### config.mk
export PLATFORM = sky130hd
export DESIGN_NAME = accel_dma_sequencer_flat
export DESIGN_NICKNAME = d
export VERILOG_FILES = /design/src/rtl/accel_pkg.sv /design/src/rtl/accel_dma_sequencer_if.sv /design/src/rtl/sync_fifo.sv /design/src/rtl/accel_dma_sequencer.sv /design/src/flat_wrapper.sv
export SDC_FILE = /design/constraint.sdc
export NUM_CORES = 1
export LEC_CHECK = 0
export CORE_MARGIN = 3
export CORE_UTILIZATION = 45
export DETAILED_ROUTE_END_ITERATION = 7
export HOLD_SLACK_MARGIN = 0.02
export PLACE_DENSITY = 0.67
export SLEW_MARGIN = 20
export SYNTH_ARGS = -nofsm -noshare
export SYNTH_HDL_FRONTEND = slang
export SYNTH_HIERARCHICAL = 1
export SYNTH_SLANG_ARGS = --single-unit
### constraint.sdc
create_clock -name clk -period 5.6 [get_ports clk]
set_clock_uncertainty 0.1 [all_clocks]
set_input_delay 0.84 -clock clk [delete_from_list [all_inputs] [get_ports clk]]
set_output_delay 0.84 -clock clk [all_outputs]
set_load 0.005 [all_outputs]
### src/rtl/accel_pkg.sv
// rtl/accel_pkg.sv - shared constants and helpers for the DataMover command sequencer
package accel_pkg;

    localparam logic [2:0] REG_CTRL    = 3'd0;
    localparam logic [2:0] REG_STATUS  = 3'd1;
    localparam logic [2:0] REG_ADDR    = 3'd2;
    localparam logic [2:0] REG_LEN     = 3'd3;
    localparam logic [2:0] REG_DONE    = 3'd4;
    localparam logic [2:0] REG_STS_POP = 3'd5;
    localparam logic [2:0] REG_IRQ_MSK = 3'd6;

    localparam int CMD_BTT_LSB   = 0;
    localparam int CMD_BTT_W     = 23;
    localparam int CMD_INCR_BIT  = 23;
    localparam int CMD_DSA_LSB   = 24;
    localparam int CMD_EOF_BIT   = 30;
    localparam int CMD_DRR_BIT   = 31;
    localparam int CMD_SADDR_LSB = 32;
    localparam int CMD_TAG_LSB   = 64;

    localparam int STAT_DESC_CNT_LSB = 0;
    localparam int STAT_OUTST_LSB    = 4;
    localparam int STAT_STS_CNT_LSB  = 8;
    localparam int STAT_DESC_FULL    = 16;
    localparam int STAT_STS_EMPTY    = 17;
    localparam int STAT_ERROR        = 18;
    localparam int STAT_OVERFLOW     = 19;

    typedef enum logic {SEQ_IDLE, SEQ_ISSUE} seq_state_t;

    function automatic logic [71:0] make_cmd(input logic [31:0] saddr,
                                             input logic [22:0] btt,
                                             input logic [3:0]  tag);
        logic [71:0] c;
        c = '0;
        c[CMD_BTT_LSB +: CMD_BTT_W] = btt;
        c[CMD_INCR_BIT]             = 1'b1;
        c[CMD_DSA_LSB +: 6]         = 6'h0;
        c[CMD_EOF_BIT]              = 1'b1;
        c[CMD_DRR_BIT]              = 1'b0;
        c[CMD_SADDR_LSB +: 32]      = saddr;
        c[CMD_TAG_LSB +: 4]         = tag;
        return c;
    endfunction

    // A good completion has OKAY bit 7 set and no slave/decode/internal error bits.
    function automatic logic sts_is_error(input logic [7:0] s);
        return (s[6:4] != 3'b000) || !s[7];
    endfunction

endpackage

### src/rtl/accel_dma_sequencer_if.sv
// rtl/accel_dma_sequencer_if.sv - DataMover command and status streams
interface accel_dma_sequencer_if;
    logic [71:0] cmd_tdata;
    logic        cmd_tvalid;
    logic        cmd_tready;
    logic [7:0]  sts_tdata;
    logic        sts_tvalid;
    logic        sts_tready;

    modport master (output cmd_tdata, cmd_tvalid, input cmd_tready,
                    input sts_tdata, sts_tvalid, output sts_tready);
    modport slave  (input cmd_tdata, cmd_tvalid, output cmd_tready,
                    output sts_tdata, sts_tvalid, input sts_tready);
endinterface

### src/rtl/sync_fifo.sv
// rtl/sync_fifo.sv - single-clock FIFO with synchronous clear and occupancy count
module sync_fifo #(
    parameter int WIDTH      = 8,
    parameter int DEPTH_LOG2 = 3
) (
    input  logic                  clk,
    input  logic                  rst,
    input  logic                  clr,
    input  logic                  push,
    input  logic [WIDTH-1:0]      push_data,
    input  logic                  pop,
    output logic [WIDTH-1:0]      head,
    output logic [DEPTH_LOG2:0]   count,
    output logic                  full,
    output logic                  empty
);
    localparam int DEPTH = 2 ** DEPTH_LOG2;

    logic [WIDTH-1:0]      mem [DEPTH];
    logic [DEPTH_LOG2-1:0] wr_ptr;
    logic [DEPTH_LOG2-1:0] rd_ptr;
    logic                  do_push;
    logic                  do_pop;

    assign full    = count[DEPTH_LOG2];
    assign empty   = (count == '0);
    assign do_push = push && !full;
    assign do_pop  = pop && !empty;
    assign head    = mem[rd_ptr];

    always_ff @(posedge clk or posedge rst) begin
        if (rst) begin
            wr_ptr <= '0;
            rd_ptr <= '0;
            count  <= '0;
        end else if (clr) begin
            wr_ptr <= '0;
            rd_ptr <= '0;
            count  <= '0;
        end else begin
            if (do_push) wr_ptr <= wr_ptr + 1'b1;
            if (do_pop)  rd_ptr <= rd_ptr + 1'b1;
            case ({do_push, do_pop})
                2'b10:   count <= count + 1'b1;
                2'b01:   count <= count - 1'b1;
                default: ;
            endcase
        end
    end

    always_ff @(posedge clk) begin
        if (do_push && !clr) mem[wr_ptr] <= push_data;
    end
endmodule

### src/rtl/accel_dma_sequencer.sv
// rtl/accel_dma_sequencer.sv - register-programmed DataMover command sequencer; ACCEL_SEQ_IRQ_EN adds irq and IRQ_MSK
module accel_dma_sequencer
    import accel_pkg::*;
#(
    parameter int C_S_AXI_ADDR_WIDTH = 32,
    parameter int C_S_AXI_DATA_WIDTH = 32,
    parameter int C_DESC_DEPTH_LOG2  = 3,
    parameter int C_MAX_OUTSTANDING  = 4
) (
    input  logic                          clk,
    input  logic                          rst,
    input  logic [C_S_AXI_ADDR_WIDTH-1:0] set_addr,
    input  logic [C_S_AXI_DATA_WIDTH-1:0] set_data,
    input  logic                          set_stb,
    input  logic [C_S_AXI_ADDR_WIDTH-1:0] get_addr,
    output logic [C_S_AXI_DATA_WIDTH-1:0] get_data,
    input  logic                          get_stb,
    accel_dma_sequencer_if.master         dm
`ifdef ACCEL_SEQ_IRQ_EN
    ,
    output logic                          irq
`endif
);
    localparam int CNT_W  = C_DESC_DEPTH_LOG2 + 1;
    localparam int DESC_W = 32 + 23;

    logic [2:0]        set_off, get_off;
    logic              wr_ctrl, wr_addr, wr_len, rd_pop, soft_clr;
    logic              enable, error_flag, overflow, irq_msk, cmd_stale;
    logic [31:0]       addr_stage, done_cnt;
    logic [3:0]        outstanding, tag;
    seq_state_t        state;
    logic              cmd_hs, sts_hs;
    logic [DESC_W-1:0] desc_head;
    logic [CNT_W-1:0]  desc_count, sts_count;
    logic              desc_full, desc_empty, sts_full, sts_empty;
    logic [7:0]        sts_head;
    logic              unused_addr_bits;

    assign set_off  = set_addr[4:2];
    assign get_off  = get_addr[4:2];
    assign wr_ctrl  = set_stb && (set_off == REG_CTRL);
    assign wr_addr  = set_stb && (set_off == REG_ADDR);
    assign wr_len   = set_stb && (set_off == REG_LEN);
    assign rd_pop   = get_stb && (get_off == REG_STS_POP);
    assign soft_clr = wr_ctrl && set_data[1];
    assign unused_addr_bits = ^{set_addr[C_S_AXI_ADDR_WIDTH-1:5], set_addr[1:0],
                                get_addr[C_S_AXI_ADDR_WIDTH-1:5], get_addr[1:0]};

    assign cmd_hs        = dm.cmd_tvalid && dm.cmd_tready;
    assign sts_hs        = dm.sts_tvalid && dm.sts_tready;
    assign dm.sts_tready = !rst && !sts_full;

    // An in-flight command whose descriptor was soft-cleared must not pop a newer entry.
    sync_fifo #(.WIDTH(DESC_W), .DEPTH_LOG2(C_DESC_DEPTH_LOG2)) u_desc_fifo (
        .clk(clk), .rst(rst), .clr(soft_clr),
        .push(wr_len), .push_data({addr_stage, set_data[22:0]}),
        .pop(cmd_hs && !cmd_stale), .head(desc_head),
        .count(desc_count), .full(desc_full), .empty(desc_empty)
    );

    sync_fifo #(.WIDTH(8), .DEPTH_LOG2(C_DESC_DEPTH_LOG2)) u_sts_fifo (
        .clk(clk), .rst(rst), .clr(soft_clr),
        .push(sts_hs), .push_data(dm.sts_tdata),
        .pop(rd_pop), .head(sts_head),
        .count(sts_count), .full(sts_full), .empty(sts_empty)
    );

    always_ff @(posedge clk or posedge rst) begin
        if (rst) begin
            state         <= SEQ_IDLE;
            dm.cmd_tvalid <= 1'b0;
            dm.cmd_tdata  <= '0;
            cmd_stale     <= 1'b0;
            tag           <= '0;
        end else begin
            case (state)
                SEQ_IDLE: begin
                    if (enable && !desc_empty && !soft_clr &&
                        (outstanding < 4'(C_MAX_OUTSTANDING))) begin
                        dm.cmd_tdata  <= make_cmd(desc_head[DESC_W-1:23], desc_head[22:0], tag);
                        dm.cmd_tvalid <= 1'b1;
                        cmd_stale     <= 1'b0;
                        state         <= SEQ_ISSUE;
                    end
                end
                SEQ_ISSUE: begin
                    if (soft_clr) cmd_stale <= 1'b1;
                    if (dm.cmd_tready) begin
                        dm.cmd_tvalid <= 1'b0;
                        tag           <= tag + 1'b1;
                        state         <= SEQ_IDLE;
                    end
                end
                default: state <= SEQ_IDLE;
            endcase
        end
    end

    always_ff @(posedge clk or posedge rst) begin
        if (rst) begin
            enable      <= 1'b0;
            addr_stage  <= '0;
            done_cnt    <= '0;
            error_flag  <= 1'b0;
            overflow    <= 1'b0;
            outstanding <= '0;
        end else begin
            if (wr_ctrl) enable     <= set_data[0];
            if (wr_addr) addr_stage <= set_data[31:0];
            case ({cmd_hs, sts_hs})
                2'b10:   outstanding <= outstanding + 1'b1;
                2'b01:   if (outstanding != '0) outstanding <= outstanding - 1'b1;
                default: ;
            endcase
            if (soft_clr) begin
                done_cnt   <= '0;
                error_flag <= 1'b0;
                overflow   <= 1'b0;
            end else begin
                if (sts_hs) begin
                    done_cnt <= done_cnt + 1'b1;
                    if (sts_is_error(dm.sts_tdata) || (outstanding == '0 && !cmd_hs))
                        error_flag <= 1'b1;
                end
                if (wr_len && desc_full) overflow <= 1'b1;
            end
        end
    end

`ifdef ACCEL_SEQ_IRQ_EN
    always_ff @(posedge clk or posedge rst) begin
        if (rst)                                         irq_msk <= 1'b0;
        else if (set_stb && (set_off == REG_IRQ_MSK))    irq_msk <= set_data[0];
    end
    assign irq = irq_msk && !sts_empty;
`else
    assign irq_msk = 1'b0;
`endif

    always_comb begin
        get_data = '0;
        case (get_off)
            REG_CTRL:    get_data[0] = enable;
            REG_STATUS: begin
                get_data[STAT_DESC_CNT_LSB +: 4] = 4'(desc_count);
                get_data[STAT_OUTST_LSB +: 4]    = outstanding;
                get_data[STAT_STS_CNT_LSB +: 4]  = 4'(sts_count);
                get_data[STAT_DESC_FULL]         = desc_full;
                get_data[STAT_STS_EMPTY]         = sts_empty;
                get_data[STAT_ERROR]             = error_flag;
                get_data[STAT_OVERFLOW]          = overflow;
            end
            REG_ADDR:    get_data[31:0] = addr_stage;
            REG_DONE:    get_data[31:0] = done_cnt;
            REG_STS_POP: if (!sts_empty) get_data[7:0] = sts_head;
            REG_IRQ_MSK: get_data[0] = irq_msk;
            default:     ;
        endcase
    end
endmodule

### src/flat_wrapper.sv
// flat-port wrapper written by rule: the top's interface ports become plain ports
module accel_dma_sequencer_flat import accel_pkg::*;
#(
    parameter int C_S_AXI_ADDR_WIDTH = 32,
    parameter int C_S_AXI_DATA_WIDTH = 32,
    parameter int C_DESC_DEPTH_LOG2  = 3,
    parameter int C_MAX_OUTSTANDING  = 4
)
  (clk, rst, set_addr, set_data, set_stb, get_addr, get_data, get_stb, dm_cmd_tdata, dm_cmd_tvalid, dm_cmd_tready, dm_sts_tdata, dm_sts_tvalid, dm_sts_tready);
  accel_dma_sequencer_if dm_i ();
  input  logic clk;
  input  logic rst;
  input  logic [C_S_AXI_ADDR_WIDTH-1:0] set_addr;
  input  logic [C_S_AXI_DATA_WIDTH-1:0] set_data;
  input  logic set_stb;
  input  logic [C_S_AXI_ADDR_WIDTH-1:0] get_addr;
  output logic [C_S_AXI_DATA_WIDTH-1:0] get_data;
  input  logic get_stb;
  output wire logic [$bits(dm_i.cmd_tdata)-1:0] dm_cmd_tdata;
  output wire logic [$bits(dm_i.cmd_tvalid)-1:0] dm_cmd_tvalid;
  input wire logic [$bits(dm_i.cmd_tready)-1:0] dm_cmd_tready;
  input wire logic [$bits(dm_i.sts_tdata)-1:0] dm_sts_tdata;
  input wire logic [$bits(dm_i.sts_tvalid)-1:0] dm_sts_tvalid;
  output wire logic [$bits(dm_i.sts_tready)-1:0] dm_sts_tready;
  assign dm_cmd_tdata = dm_i.cmd_tdata;
  assign dm_cmd_tvalid = dm_i.cmd_tvalid;
  assign dm_i.cmd_tready = dm_cmd_tready;
  assign dm_i.sts_tdata = dm_sts_tdata;
  assign dm_i.sts_tvalid = dm_sts_tvalid;
  assign dm_sts_tready = dm_i.sts_tready;
  accel_dma_sequencer #(.C_S_AXI_ADDR_WIDTH(C_S_AXI_ADDR_WIDTH), .C_S_AXI_DATA_WIDTH(C_S_AXI_DATA_WIDTH), .C_DESC_DEPTH_LOG2(C_DESC_DEPTH_LOG2), .C_MAX_OUTSTANDING(C_MAX_OUTSTANDING)) u_core (.clk(clk), .rst(rst), .set_addr(set_addr), .set_data(set_data), .set_stb(set_stb), .get_addr(get_addr), .get_data(get_data), .get_stb(get_stb), .dm(dm_i));
endmodule
=== Word-level counts from Yosys, hierarchy flattened ===
Memories as Yosys holds them, arrays and structs flattened. A register that Yosys moved wholly into a read port is not among the register bits.
Cells that the tools add are included.

* Bits in registers: 159
* RAM bits: 504
* Logic and storage cells: 144
* Memories: 2

{| class="wikitable"
|+ Memories
! name !! words !! bits a word !! read ports !! clocked after memory_dff !! wr ports !! RTL line !! RTL
|-
| u_core.u_desc_fifo.mem || 8 || 55 || 1 || 1 || 1 || sync_fifo.sv:19 || <nowiki>logic [WIDTH-1:0] mem [DEPTH];</nowiki>
|-
| u_core.u_sts_fifo.mem || 8 || 8 || 1 || 0 || 1 || sync_fifo.sv:19 ||
|}

* $add $sub $neg: 12
* Order comparisons: 1
* Eq/ne operators: 16
* Multiplexer cells: 41
* Bitwise operators: 1
* Reduce and logical (&&, ||, !) cells: 54

{| class="wikitable"
|+ Operators by type and width
! cell !! count
|-
| two-way mux 32 bit || 2
|-
| adder 32 x 1 -> 32 bit, second input constant || 1
|-
| one-hot mux 4 bit (2 select lines) || 4
|-
| one-hot mux 7 bit (4 select lines) || 1
|-
| two-way mux 3 bit || 8
|-
| one-hot mux 12 bit (2 select lines) || 1
|-
| one-hot mux 4 bit (3 select lines) || 2
|-
| logical AND 1 bit || 20
|-
| adder 4 x 1 -> 4 bit, second input constant || 4
|-
| nonzero test 2 bit || 8
|-
| two-way mux 1 bit || 15
|-
| adder 3 x 1 -> 3 bit, second input constant || 4
|-
| logical NOT 4 bit || 3
|-
| two-way mux 4 bit || 3
|-
| AND reduction 2 bit || 6
|-
| subtractor 4 x 1 -> 4 bit, second input constant || 3
|-
| == test 3 x 2 -> 1 bit, second input constant || 3
|-
| logical NOT 1 bit || 9
|-
| nonzero test 3 bit || 3
|-
| two-way mux 8 bit || 1
|-
| == test 2 x 1 -> 1 bit, second input constant || 3
|-
| == test 2 bit, second input constant || 3
|-
| == test 3 bit, second input constant || 2
|-
| logical NOT 3 bit || 2
|-
| 9 further kinds || 14
|}

=== Depth between registers and ports, before layout ===
Gate-level depths: netlist (run 1).

* Word-level depth: 8
* Depth in mapped cells: 11
* Depth with buffers taken out: 9

=== Hierarchy ===
The synthesis (run 1) kept the hierarchy.

{| class="wikitable"
|+ Modules (own cells, without submodules)
! module !! instances !! cells an instance !! area each (um^2) !! sequential area each (um^2)
|-
| sync_fifo (u_core.u_desc_fifo) || 1 || 717 || 17128.9 || 13462.9
|-
| accel_dma_sequencer || 1 || 561 || 6550.0 || 3453.3
|-
| sync_fifo (u_core.u_sts_fifo) || 1 || 175 || 3089.2 || 2172.1
|}

=== Worst setup path after synthesis (run 1) ===
Ideal clock, no wire load.

* Kind: in2reg
* Start: in set_stb
* End: mem u_core/u_desc_fifo/mem[0][0] (netlist bit), enable pin
* Setup time: 0.535 ns
* Arrival: 5.593 ns
* Data required time: 4.965 ns
* Setup slack: -0.628 ns
* Cell stages on the path: 6
* Cells stage by stage: nor4b_4 > nand2_2 > inv_2 > buf_1 > or3_1 > nor3_1

* Longest elaborated chain between the ends: 6
* Elaborated cells on any way between the ends: 8
* Classes of those cells: mux: 2; reduce/logical: 6

{| class="wikitable"
|+ RTL lines
! element !! RTL line !! RTL
|-
| start: declaration || flat_wrapper.sv:15 || <nowiki>input logic set_stb;</nowiki>
|-
| logical AND 1 bit || accel_dma_sequencer.sv:42 || <nowiki>assign wr_ctrl = set_stb && (set_off == REG_CTRL);</nowiki>
|-
| logical AND 1 bit || accel_dma_sequencer.sv:46 || <nowiki>assign soft_clr = wr_ctrl && set_data[1];</nowiki>
|-
| via u_core.soft_clr || accel_dma_sequencer.sv:28 || <nowiki>logic wr_ctrl, wr_addr, wr_len, rd_pop, soft_clr;</nowiki>
|-
| logical NOT 1 bit || sync_fifo.sv:52 || <nowiki>if (do_push && !clr) mem[wr_ptr] <= push_data;</nowiki>
|-
| logical AND 1 bit || sync_fifo.sv:52 ||
|-
| two-way mux 1 bit || sync_fifo.sv:52 ||
|-
| two-way mux 1 bit (not written as such) || sync_fifo.sv:52 ||
|-
| end: declaration || sync_fifo.sv:19 ||
|}

The timed path passes the listed nets, and every way through them passes these cells.

=== Worst setup path in the final report (run 1) ===
* Start: in get_addr[4]
* End: out get_data[9]

* Longest elaborated chain between the ends: 2
* Elaborated cells on any way between the ends: 4
* Classes of those cells: eq/ne: 3; mux: 1

{| class="wikitable"
|+ RTL lines
! element !! RTL line !! RTL
|-
| start: declaration || flat_wrapper.sv:16 || <nowiki>input logic [C_S_AXI_ADDR_WIDTH-1:0] get_addr;</nowiki>
|-
| == test 3 bit, or another cell as far along || accel_dma_sequencer.sv:143 || <nowiki>case (get_off)</nowiki>
|-
| one-hot mux 4 bit (3 select lines) * || accel_dma_sequencer.sv:143 ||
|-
| end: declaration || flat_wrapper.sv:17 || <nowiki>output logic [C_S_AXI_DATA_WIDTH-1:0] get_data;</nowiki>
|}

Mark *: on every way between the ends. The rest lies on a longest branch, timed or not.

==> flow_metrics.env, run 1 <==
export IMPL_status="completed"
export IMPL_critPathMaxStageDelay_ps=700
export IMPL_grt_overflow=0
export IMPL_rsz0062_at_grt="false"
export IMPL_fin_cells=2441
export IMPL_yosysWarnings=6
export IMPL_dpl_cell_count=2314
export IMPL_grt_use_total_pct=18.4
export IMPL_grt_max_degree=102
export IMPL_crit_chain="clkdlybuf4s50_1 > clkinv_1 > nor2_2 > a22oi_1 > o21ai_0 > clkdlybuf4s50_1"
export IMPL_cp_top_family="buffers and inverters"
export IMPL_gp_congestion=0.800
export IMPL_dieArea_sq_um=62400
export IMPL_cp_max_fo=17
export IMPL_syn_area_per_cell_sq_um=18.4
export IMPL_synth_top_family_by_area="multiplexers"
export IMPL_syn_area_sq_um=26800
export IMPL_clkTransAtPathRegs_ps=50
export IMPL_postCtsSetupRepairBufs=0
export IMPL_worst_ir_drop_vdd_v=0.000241
export IMPL_dp_worst_setup_slack_ps=894
export IMPL_period_minus_slack_ps=4840
export IMPL_initial_core_util_pct=46.0
export IMPL_synthMuxAreaShare_pct=17.8
export IMPL_cts_hold_buf=0
export IMPL_io_buffers=146
export IMPL_fin_util_pct=54.0
export IMPL_synth_simple_area_share_pct=4.54
export IMPL_synth_edff_count=504
export IMPL_tns_ps=0
export IMPL_syn2layout_area_growth_pct=17.5
export IMPL_vias=13900
export IMPL_rows=88
export IMPL_cts_buffer_depth=3
export IMPL_async_reset_ff_share_pct=23.9
export IMPL_wirelength_mm=57.1
export IMPL_hold_violations=0
export IMPL_start_kind="primary input"
export IMPL_die_w_um=250
export IMPL_htreeDepth=3
export IMPL_diodes=0
export IMPL_synthFlopType="edfxtp_1"
export IMPL_critPathKind="primary input to output port"
export IMPL_grt_pass1_wl_mm=87.7
export IMPL_slew_violations=0
export IMPL_core_area_sq_um=58200
export IMPL_drv_cap=0
export IMPL_cts_resized=0
export IMPL_clock_sinks=662
export IMPL_grt_pass1_vias=14300
export IMPL_drt_iter0_drc=1172
export IMPL_fmax_mhz=207
export IMPL_seq_area_frac_synth_pct=71.3
export IMPL_yosys_area_share_adder_pct=0.514
export IMPL_critPathSlowestCell="clkdlybuf4s50_1"
export IMPL_ys_seq_elements=662
export IMPL_finalCritPeriodShare_pct=86.4
export IMPL_die_h_um=250
export IMPL_cts_buffers=69
export IMPL_synthCells=1453
export IMPL_p_per_area_nw_per_um2=460
export IMPL_worstMarginPinSlew_ps=1100
export IMPL_cts_tree="built"
export IMPL_cp_num_buf_inv=3
export IMPL_crit_arrival_ps=3900
export IMPL_root_buffer="clkbuf_16"
export IMPL_hold_class="register to register"
export IMPL_worst_slack_ps=762
export IMPL_hpwlAfterDp_mm=33.6
export IMPL_r2r_slack_ps=2310
export IMPL_slew_headroom_pct=26.6
export IMPL_layout_nets=1742
export IMPL_p_leak_nw=10.6
export IMPL_crit_top_cell="clkdlybuf4s50_1"
export IMPL_routed_via_density=5.68
export IMPL_drive_gt1_share_pct=26.3
export IMPL_synth_compound_area_share_pct=2.93
export IMPL_ant_nets=0
export IMPL_insertion_delay_ps=600
export IMPL_setup_viol_count_final=0
export IMPL_wl_per_cell_um=23.4
export IMPL_synthXorXnorAreaFrac_pct=0.851
export IMPL_drc=0
export IMPL_antenna_found_initial=1
export IMPL_crit_required_ps=4660
export IMPL_first_pass_iters=5
export IMPL_pin_count=216
export IMPL_endpoint_kind="output port"
export IMPL_synth_cell_types=58
==> area by class of cell <==
cell class,count,area [sq um]
clock buffer,89,1880
inverter,14,60.1
fill,4479,26800
tap,765,957
multi-input combinational,698,7270
sequential,662,19100
timing repair buffer,176,1770
clock inverter,37,418
==> layer usage <==
layer | GRT usage (%) | vias to the layer above | routed length [um]
met5 | 0 | - | 0
met3 | 3.42 | 74 | 3400
met4 | 4.99 | 0 | 1050
met1 | 25.5 | 7307 | 24400
li1 | - | 6077 | -
met2 | 30.2 | 407 | 28200
==> state kept, by name, summed over array words and instances (netlist names), 3 cells and up <==
name and count:
u_core/u_desc_fifo/rd_ptr 3, u_core/addr_stage 32, u_core/u_sts_fifo/rd_ptr 3, u_core/outstanding 4, u_core/u_sts_fifo/count 4, u_core/u_desc_fifo/wr_ptr 3
u_core/u_sts_fifo/mem 64, u_core/dm.cmd_tdata 60, u_core/done_cnt 32, u_core/u_desc_fifo/count 4, u_core/u_sts_fifo/wr_ptr 3, u_core/tag 4
u_core/u_desc_fifo/mem 440
==> cells by family after synthesis <==
kind of cell / Yosys count
AOI/OAI and AO/OA: 118
xor gates and xnor gates: 26
adders and majority gates: 11
buffers and inverters: 103
DFF: 662
muxes: 299
other: 1
and+or+nand+nor: 233
==> layout by cell type (no fill, tap or decap), types with 5 or more instances in the layout <==
cell	instances
edfxtp_1	504
mux2_2	155
dfrtp_1	154
clkdlybuf4s50_1	146
mux4_2	126
clkbuf_16	71
nor2_1	66
nand2_1	48
a22oi_1	39
a21oi_1	25
buf_4	23
xor2_1	18
clkbuf_1	14
nand2b_1	14
nand3_1	14
or4_1	13
o21ai_0	13
mux2i_1	12
o31ai_1	12
clkinv_1	11
clkinv_2	11
ha_1	11
conb_1	11
inv_1	10
nor2b_1	10
nor3_1	9
bufinv_16	8
nand4_1	8
nor4_1	8
xnor2_1	8
o22ai_1	8
or3_1	8
buf_12	7
mux2_1	6
nor2_4	6
and2_1	5
==> synthesized netlist by cell type, drive strengths merged (9+ instances only) <==
library cell	number	area (sq um)
nor3	11	55.1
o31ai	12	90.1
edfxtp	504	15100
a22oi	39	293
nand2b	14	87.6
nand2	49	186
ha	11	138
xor2	18	158
nor2b	11	68.8
buf	54	357
or4	13	97.6
mux4	126	2840
inv	12	45.0
o21ai	15	75.1
clkbuf	35	131
mux2	161	1810
mux2i	12	120
nand4	9	71.3
nor2	73	274
dfrtp	158	3950
a21oi	25	125
nand3	14	70.1
==> worst paths after layout <==
path | startpoint | endpoint | depth (start not counted)
hold / removal | u_core/tag[3] | u_core/tag[3] | 1
max in group asynchronous | rst | u_core/dm.cmd_tdata[1] | 3
setup / recovery | get_addr[4] | get_data[9] | 6
min in group asynchronous | rst | u_core/u_desc_fifo/count[1] | 2
hold reg to reg | u_core/tag[3] | u_core/tag[3] | 1
setup reg to reg | u_core/u_sts_fifo/count[3] | u_core/u_sts_fifo/mem[3][3] | 5
==> metrics by stage <==
| step | hold WS, ps | instance area, sq um | total power (W) |
|---|---|---|---|
| 3_3_place_gp | 356 | 29100 | 0.00992 |
| 5_1_grt | 379 | 31500 | 0.0151 |
| 4_1_cts | 363 | 31400 | 0.0146 |
| 2_1_floorplan | 336 | 26800 | 0.00874 |
| 3_5_place_dp | 352 | 29100 | 0.0100 |
| 6_report | 364 | 31500 | 0.0145 |
==> report_power, final <==
| part | switching, W | total, W | internal [W] |
|---|---|---|---|
| clock network | 0.00185 | 0.00461 | 0.00276 |
| registers | 0.000708 | 0.00658 | 0.00587 |
| logic | 0.00128 | 0.00330 | 0.00201 |
No activity file was read; power rests on OpenSTA's default activity.
==> run 2: changes to the inputs <==
Settings changed: ABC_CLOCK_PERIOD_IN_PS set to 5600, SLEW_MARGIN 20 to not set.
==> run 2 against run 1 <==
Global-route usage unchanged. Combinational power fell by 2%. Non-clock buffer count shrank 1. Fmax fell by 0.31%. Critical path type unchanged. Critical endpoint is now get_data[17]. Largest power group unchanged.
==> flow_metrics.env, run 2 (synthesized netlist as in run 1, its figures left out) <==
export IMPL_syn2layout_area_growth_pct=17.4
export IMPL_cts_resized=0
export IMPL_cp_num_buf_inv=3
export IMPL_slew_headroom_pct=21.3
export IMPL_vias=13800
export IMPL_cts_buffer_depth=3
export IMPL_clkTransAtPathRegs_ps=50
export IMPL_hold_class="register to register"
export IMPL_crit_required_ps=4660
export IMPL_hold_end="u_core/tag[3]"
export IMPL_start_kind="primary input"
export IMPL_crit_arrival_ps=3910
export IMPL_setup_viol_count_final=0
export IMPL_core_area_sq_um=58200
export IMPL_finalCritPeriodShare_pct=86.7
export IMPL_use_met2_pct=30.2
export IMPL_worstMarginPinSlew_ps=1180
export IMPL_ant_nets=0
export IMPL_regToRegStartpoint="u_core/u_sts_fifo/count[3]"
export IMPL_slew_violations=0
export IMPL_initial_core_util_pct=46.0
export IMPL_status="completed"
export IMPL_cts_hold_buf=0
export IMPL_dpl_cell_count=2314
export IMPL_tns_ps=0
export IMPL_fin_util_pct=54.0
export IMPL_cp_max_fo=17
export IMPL_rows=88
export IMPL_wl_per_cell_um=23.4
export IMPL_grt_pass1_vias=14300
export IMPL_cts_tree="built"
export IMPL_drt_iter0_drc=1171
export IMPL_antenna_found_initial=1
export IMPL_diodes=0
export IMPL_grt_overflow=0
export IMPL_fmax_mhz=206
export IMPL_final_cell_mix="504 x edfxtp_1, 155 x mux2_2, 155 x dfrtp_1"
export IMPL_io_buffers=146
export IMPL_largest_reg_flops=440
export IMPL_cts_buffers=69
export IMPL_cp_top_family="buffers and inverters"
export IMPL_hold_path_depth=1
export IMPL_first_pass_iters=5
export IMPL_postCtsSetupRepairBufs=0
export IMPL_pin_count=216
export IMPL_gp_congestion=0.800
export IMPL_die_w_um=250
export IMPL_hpwlAfterDp_mm=33.6
export IMPL_drv_cap=0
export IMPL_grt_pass1_wl_mm=87.7
export IMPL_critPathMaxStageDelay_ps=710
export IMPL_min_from="u_core/tag[3]"
export IMPL_worst_ir_drop_vdd_v=0.000275
export IMPL_insertion_delay_ps=600
export IMPL_grt_use_total_pct=18.4
export IMPL_use_met3_pct=3.42
export IMPL_htreeDepth=3
export IMPL_p_leak_nw=10.6
export IMPL_grt_busiest_layer="met2"
export IMPL_top_register="u_core/u_desc_fifo/mem"
export IMPL_grt_max_degree=102
export IMPL_rr_endpoint="u_core/u_sts_fifo/mem[3][3]"
export IMPL_crit_top_cell="clkdlybuf4s50_1"
export IMPL_endpoint_kind="output port"
export IMPL_dieArea_sq_um=62400
export IMPL_hold_violations=0
export IMPL_clock_sinks=662
export IMPL_layout_nets=1741
export IMPL_p_per_area_nw_per_um2=460
export IMPL_period_minus_slack_ps=4850
export IMPL_final_common_cell="edfxtp_1"
export IMPL_die_h_um=250
export IMPL_r2r_slack_ps=2290
export IMPL_ff2ff_path_depth=5
export IMPL_critPathKind="primary input to output port"
export IMPL_reg_top3="u_core/u_desc_fifo/mem (440), u_core/u_sts_fifo/mem (64), u_core/dm.cmd_tdata (60)"
export IMPL_fin_cells=2440
export IMPL_wirelength_mm=57.0
export IMPL_critPathSlowestCell="clkdlybuf4s50_1"
export IMPL_grt_util_met1_pct=25.5
export IMPL_routed_via_density=5.66
export IMPL_rsz0062_at_grt="false"
export IMPL_drive_gt1_share_pct=26.2
export IMPL_drc=0
export IMPL_root_buffer="clkbuf_16"
export IMPL_crit_chain="clkdlybuf4s50_1 > clkinv_1 > nor2_2 > a22oi_1 > o21ai_0 > clkdlybuf4s50_1"
==> run 2: worst max path at each step <==
stage | startpoint | endpoint | slack (ps) | cells past startpoint
final | get_addr[4] | get_data[17] | 750 | 6
after global routing | get_addr[4] | get_data[17] | 610 | 6
after CTS | get_addr[4] | get_data[17] | 870 | 6
after detailed placement | get_addr[4] | get_data[17] | 890 | 6
after global placement | get_addr[4] | get_data[19] | 930 | 6
after floorplan | set_stb | u_core/u_desc_fifo/mem[4][0] | 850 | 6
==> run 2: routing by layer <==
| metal | vias up | wire (um) |
|---|---|---|
| met1 | 7262 | 24400 |
| met4 | 0 | 1050 |
| met5 | - | 0 |
| met3 | 74 | 3450 |
| li1 | 6081 | - |
| met2 | 398 | 28100 |
==> run 2: layout make-up <==
class	count	area, sq um
fill	4481	26800
sequential	662	19100
multi-input combinational	698	7270
clock buffer	89	1880
timing repair buffer	175	1750
tap	765	957
clock inverter	37	418
inverter	14	57.6
==> run 2: through the flow <==
step / instance area, sq um / hold WS (ps) / setup WS, ps / total power, W
after floorplan: 26800 / 336 / 847 / 0.00874
after global placement: 29100 / 356 / 930 / 0.00992
after detailed placement: 29100 / 352 / 894 / 0.0100
after CTS: 31400 / 363 / 870 / 0.0146
after global routing: 31400 / 379 / 606 / 0.0151
final: 31400 / 362 / 747 / 0.0145
==> run 2: worst reg2reg max path, cell delays in order (launching register included) <==
cell,delay [ps]
dfrtp_1,510
or3b_2,570
clkinv_1,260
nor2b_1,470
nand3_1,250
nor2_1,770
==> run 2: where the power goes <==
| group | internal, W | switching [W] | leakage [nW] |
|---|---|---|---|
| logic | 0.00200 | 0.00123 | 2.99 |
| clock network | 0.00276 | 0.00185 | 1.12 |
| registers | 0.00587 | 0.000757 | 6.51 |
| total | 0.0106 | 0.00383 | 10.6 |
==> run 3: changes to the inputs <==
Settings changed: PLACE_DENSITY 0.67 to 0.75.
==> run 3 against run 2 <==
Non-clock buffer count shrank 1. Cell count is essentially flat. Largest cell class unchanged. Via count grew 1.8%. First-iteration DRC count grew 17%. Core utilization shrank 0.24 points. Combinational power grew 2%. Largest power group unchanged.
==> flow_metrics.env, run 3 (synthesized netlist as in run 1, its figures left out) <==
export IMPL_crit_required_ps=4660
export IMPL_vias=14100
export IMPL_nFillCells=4411
export IMPL_period_minus_slack_ps=4570
export IMPL_fin_cells=2438
export IMPL_slew_violations=0
export IMPL_p_per_area_nw_per_um2=457
export IMPL_hold_class="register to register"
export IMPL_p_leak_nw=10.6
export IMPL_tns_ps=0
export IMPL_intPower_w=0.0104
export IMPL_insertion_delay_ps=600
export IMPL_slew_headroom_pct=28.0
export IMPL_grt_use_total_pct=18.6
export IMPL_layout_nets=1739
export IMPL_fin_util_pct=53.7
export IMPL_grt_max_degree=73
export IMPL_cp_max_fo=16
export IMPL_drt_iter0_drc=1372
export IMPL_dpl_cell_count=2313
export IMPL_cp_top_family="buffers and inverters"
export IMPL_wl_met3_mm=3.86
export IMPL_regToRegStartpoint="u_core/u_sts_fifo/count[3]"
export IMPL_root_buffer="clkbuf_16"
export IMPL_drv_cap=0
export IMPL_min_from="u_core/tag[3]"
export IMPL_drive_gt1_share_pct=25.8
export IMPL_cts_resized=0
export IMPL_dieArea_sq_um=62400
export IMPL_cts_hold_buf=0
export IMPL_power_w=0.0143
export IMPL_top_layer="met4"
export IMPL_p_sw_w=0.00389
export IMPL_die_h_um=250
export IMPL_reg_top3="u_core/u_desc_fifo/mem (440), u_core/u_sts_fifo/mem (64), u_core/dm.cmd_tdata (60)"
export IMPL_hold_end="u_core/tag[3]"
export IMPL_wl_per_cell_um=23.7
export IMPL_crit_chain="clkdlybuf4s50_1 > clkinv_1 > nor2_2 > a22oi_1 > o21ai_0 > clkdlybuf4s50_1"
export IMPL_finalCritPeriodShare_pct=81.6
export IMPL_antenna_found_initial=0
export IMPL_cts_tree="built"
export IMPL_p_seq_share_pct=45.9
export IMPL_crit_top_cell="clkdlybuf4s50_1"
export IMPL_hpwlAfterDp_mm=34.3
export IMPL_cp_num_buf_inv=3
export IMPL_gp_congestion=0.821
export IMPL_rr_endpoint="u_core/u_sts_fifo/mem[7][3]"
export IMPL_largest_reg_flops=440
export IMPL_final_common_cell="edfxtp_1"
export IMPL_status="completed"
export IMPL_die_w_um=250
export IMPL_clock_sinks=662
export IMPL_grt_overflow=0
export IMPL_pin_count=216
export IMPL_io_buffers=146
export IMPL_diodes=0
export IMPL_crit_arrival_ps=3630
export IMPL_initial_core_util_pct=46.0
export IMPL_htreeDepth=3
export IMPL_cts_buffer_depth=3
export IMPL_rsz0062_at_grt="false"
export IMPL_routed_via_density=5.77
export IMPL_worstMarginPinSlew_ps=1080
export IMPL_start_kind="primary input"
export IMPL_endpoint_kind="output port"
export IMPL_ff2ff_path_depth=5
export IMPL_worst_ir_drop_vdd_v=0.000304
export IMPL_grt_pass1_vias=14600
export IMPL_cts_buffers=68
export IMPL_wirelength_met1_mm=24.4
export IMPL_hold_violations=0
export IMPL_pwr_share_clk_pct=30.9
export IMPL_rows=88
export IMPL_critPathKind="primary input to output port"
export IMPL_final_cell_mix="504 x edfxtp_1, 155 x mux2_2, 155 x dfrtp_1"
export IMPL_fmax_mhz=219
export IMPL_ant_nets=0
export IMPL_drc=0
export IMPL_wirelength_mm=57.8
export IMPL_top_register="u_core/u_desc_fifo/mem"
export IMPL_critPathSlowestCell="clkdlybuf4s50_1"
export IMPL_core_area_sq_um=58200
export IMPL_wl_met2_mm=28.5
export IMPL_critPathMaxStageDelay_ps=660
export IMPL_power_frac_comb_pct=23.1
export IMPL_hold_path_depth=1
export IMPL_grt_pass1_wl_mm=89.2
export IMPL_cp_startpoint="get_addr[4]"
export IMPL_syn2layout_area_growth_pct=16.9
export IMPL_first_pass_iters=5
export IMPL_setup_viol_count_final=0
export IMPL_clkTransAtPathRegs_ps=60
export IMPL_switching_share_pct=27.1
export IMPL_postCtsSetupRepairBufs=0
export IMPL_r2r_slack_ps=2180
## run 3: cell count changes in the layout (fill, tap and decap cells not counted), moves of 2 or more
| cell | delta |
|---|---|
| clkbuf_1 | +8 |
| bufinv_16 | -3 |
| clkbuf_16 | -3 |
| clkinv_1 | -3 |
| inv_16 | +3 |
| clkinv_2 | -2 |
## run 3: final cells by class
cell class	count	area (sq um)	area share, %
multi-input cells	698	7270	23.2
flip-flops and latches	662	19100	61.0
repair buffers	174	1730	5.54
clock inverters	32	359	1.15
inverters	14	57.6	0.184
clock buffers	93	1830	5.83
well taps	765	957	3.06
## run 3: worst max path at each step
stage	to	slack, ps	depth (start not counted)
after detailed placement	get_data[5]	1070	7
after CTS	get_data[5]	1050	7
after floorplan	u_core/u_desc_fifo/mem[4][0]	850	6
after global placement	get_data[2]	1130	7
after global routing	get_data[5]	850	7
final	get_data[19]	1030	6
## run 3: worst reg2reg max path, stage by stage, from the launching register on
cell,delay [ps]
dfrtp_1,530
or3b_2,590
clkinv_1,260
nor2b_1,470
nand3_1,230
nor2_1,850
## run 3: layer usage
metal  vias up  GRT usage (%)
li1       6093              -
met1      7382           25.9
met2       514           30.5
met3        81           3.70
met4         0           4.69
met5         -              0
## run 3: power by group through the flow
stage | logic (W) | clock network, W | registers, W
after floorplan | 0.00245 | 0 | 0.00629
after global placement | 0.00327 | 0 | 0.00665
after detailed placement | 0.00333 | 0 | 0.00668
after CTS | 0.00336 | 0.00454 | 0.00659
after global routing | 0.00358 | 0.00473 | 0.00667
final | 0.00331 | 0.00443 | 0.00657
## run 3: per-stage QoR
step | hold slack [ps] | area [sq um] | setup slack [ps]
6_report | 367 | 31300 | 1030
2_1_floorplan | 336 | 26800 | 847
3_5_place_dp | 355 | 29100 | 1070
4_1_cts | 367 | 31300 | 1050
3_3_place_gp | 356 | 29100 | 1130
5_1_grt | 377 | 31300 | 848
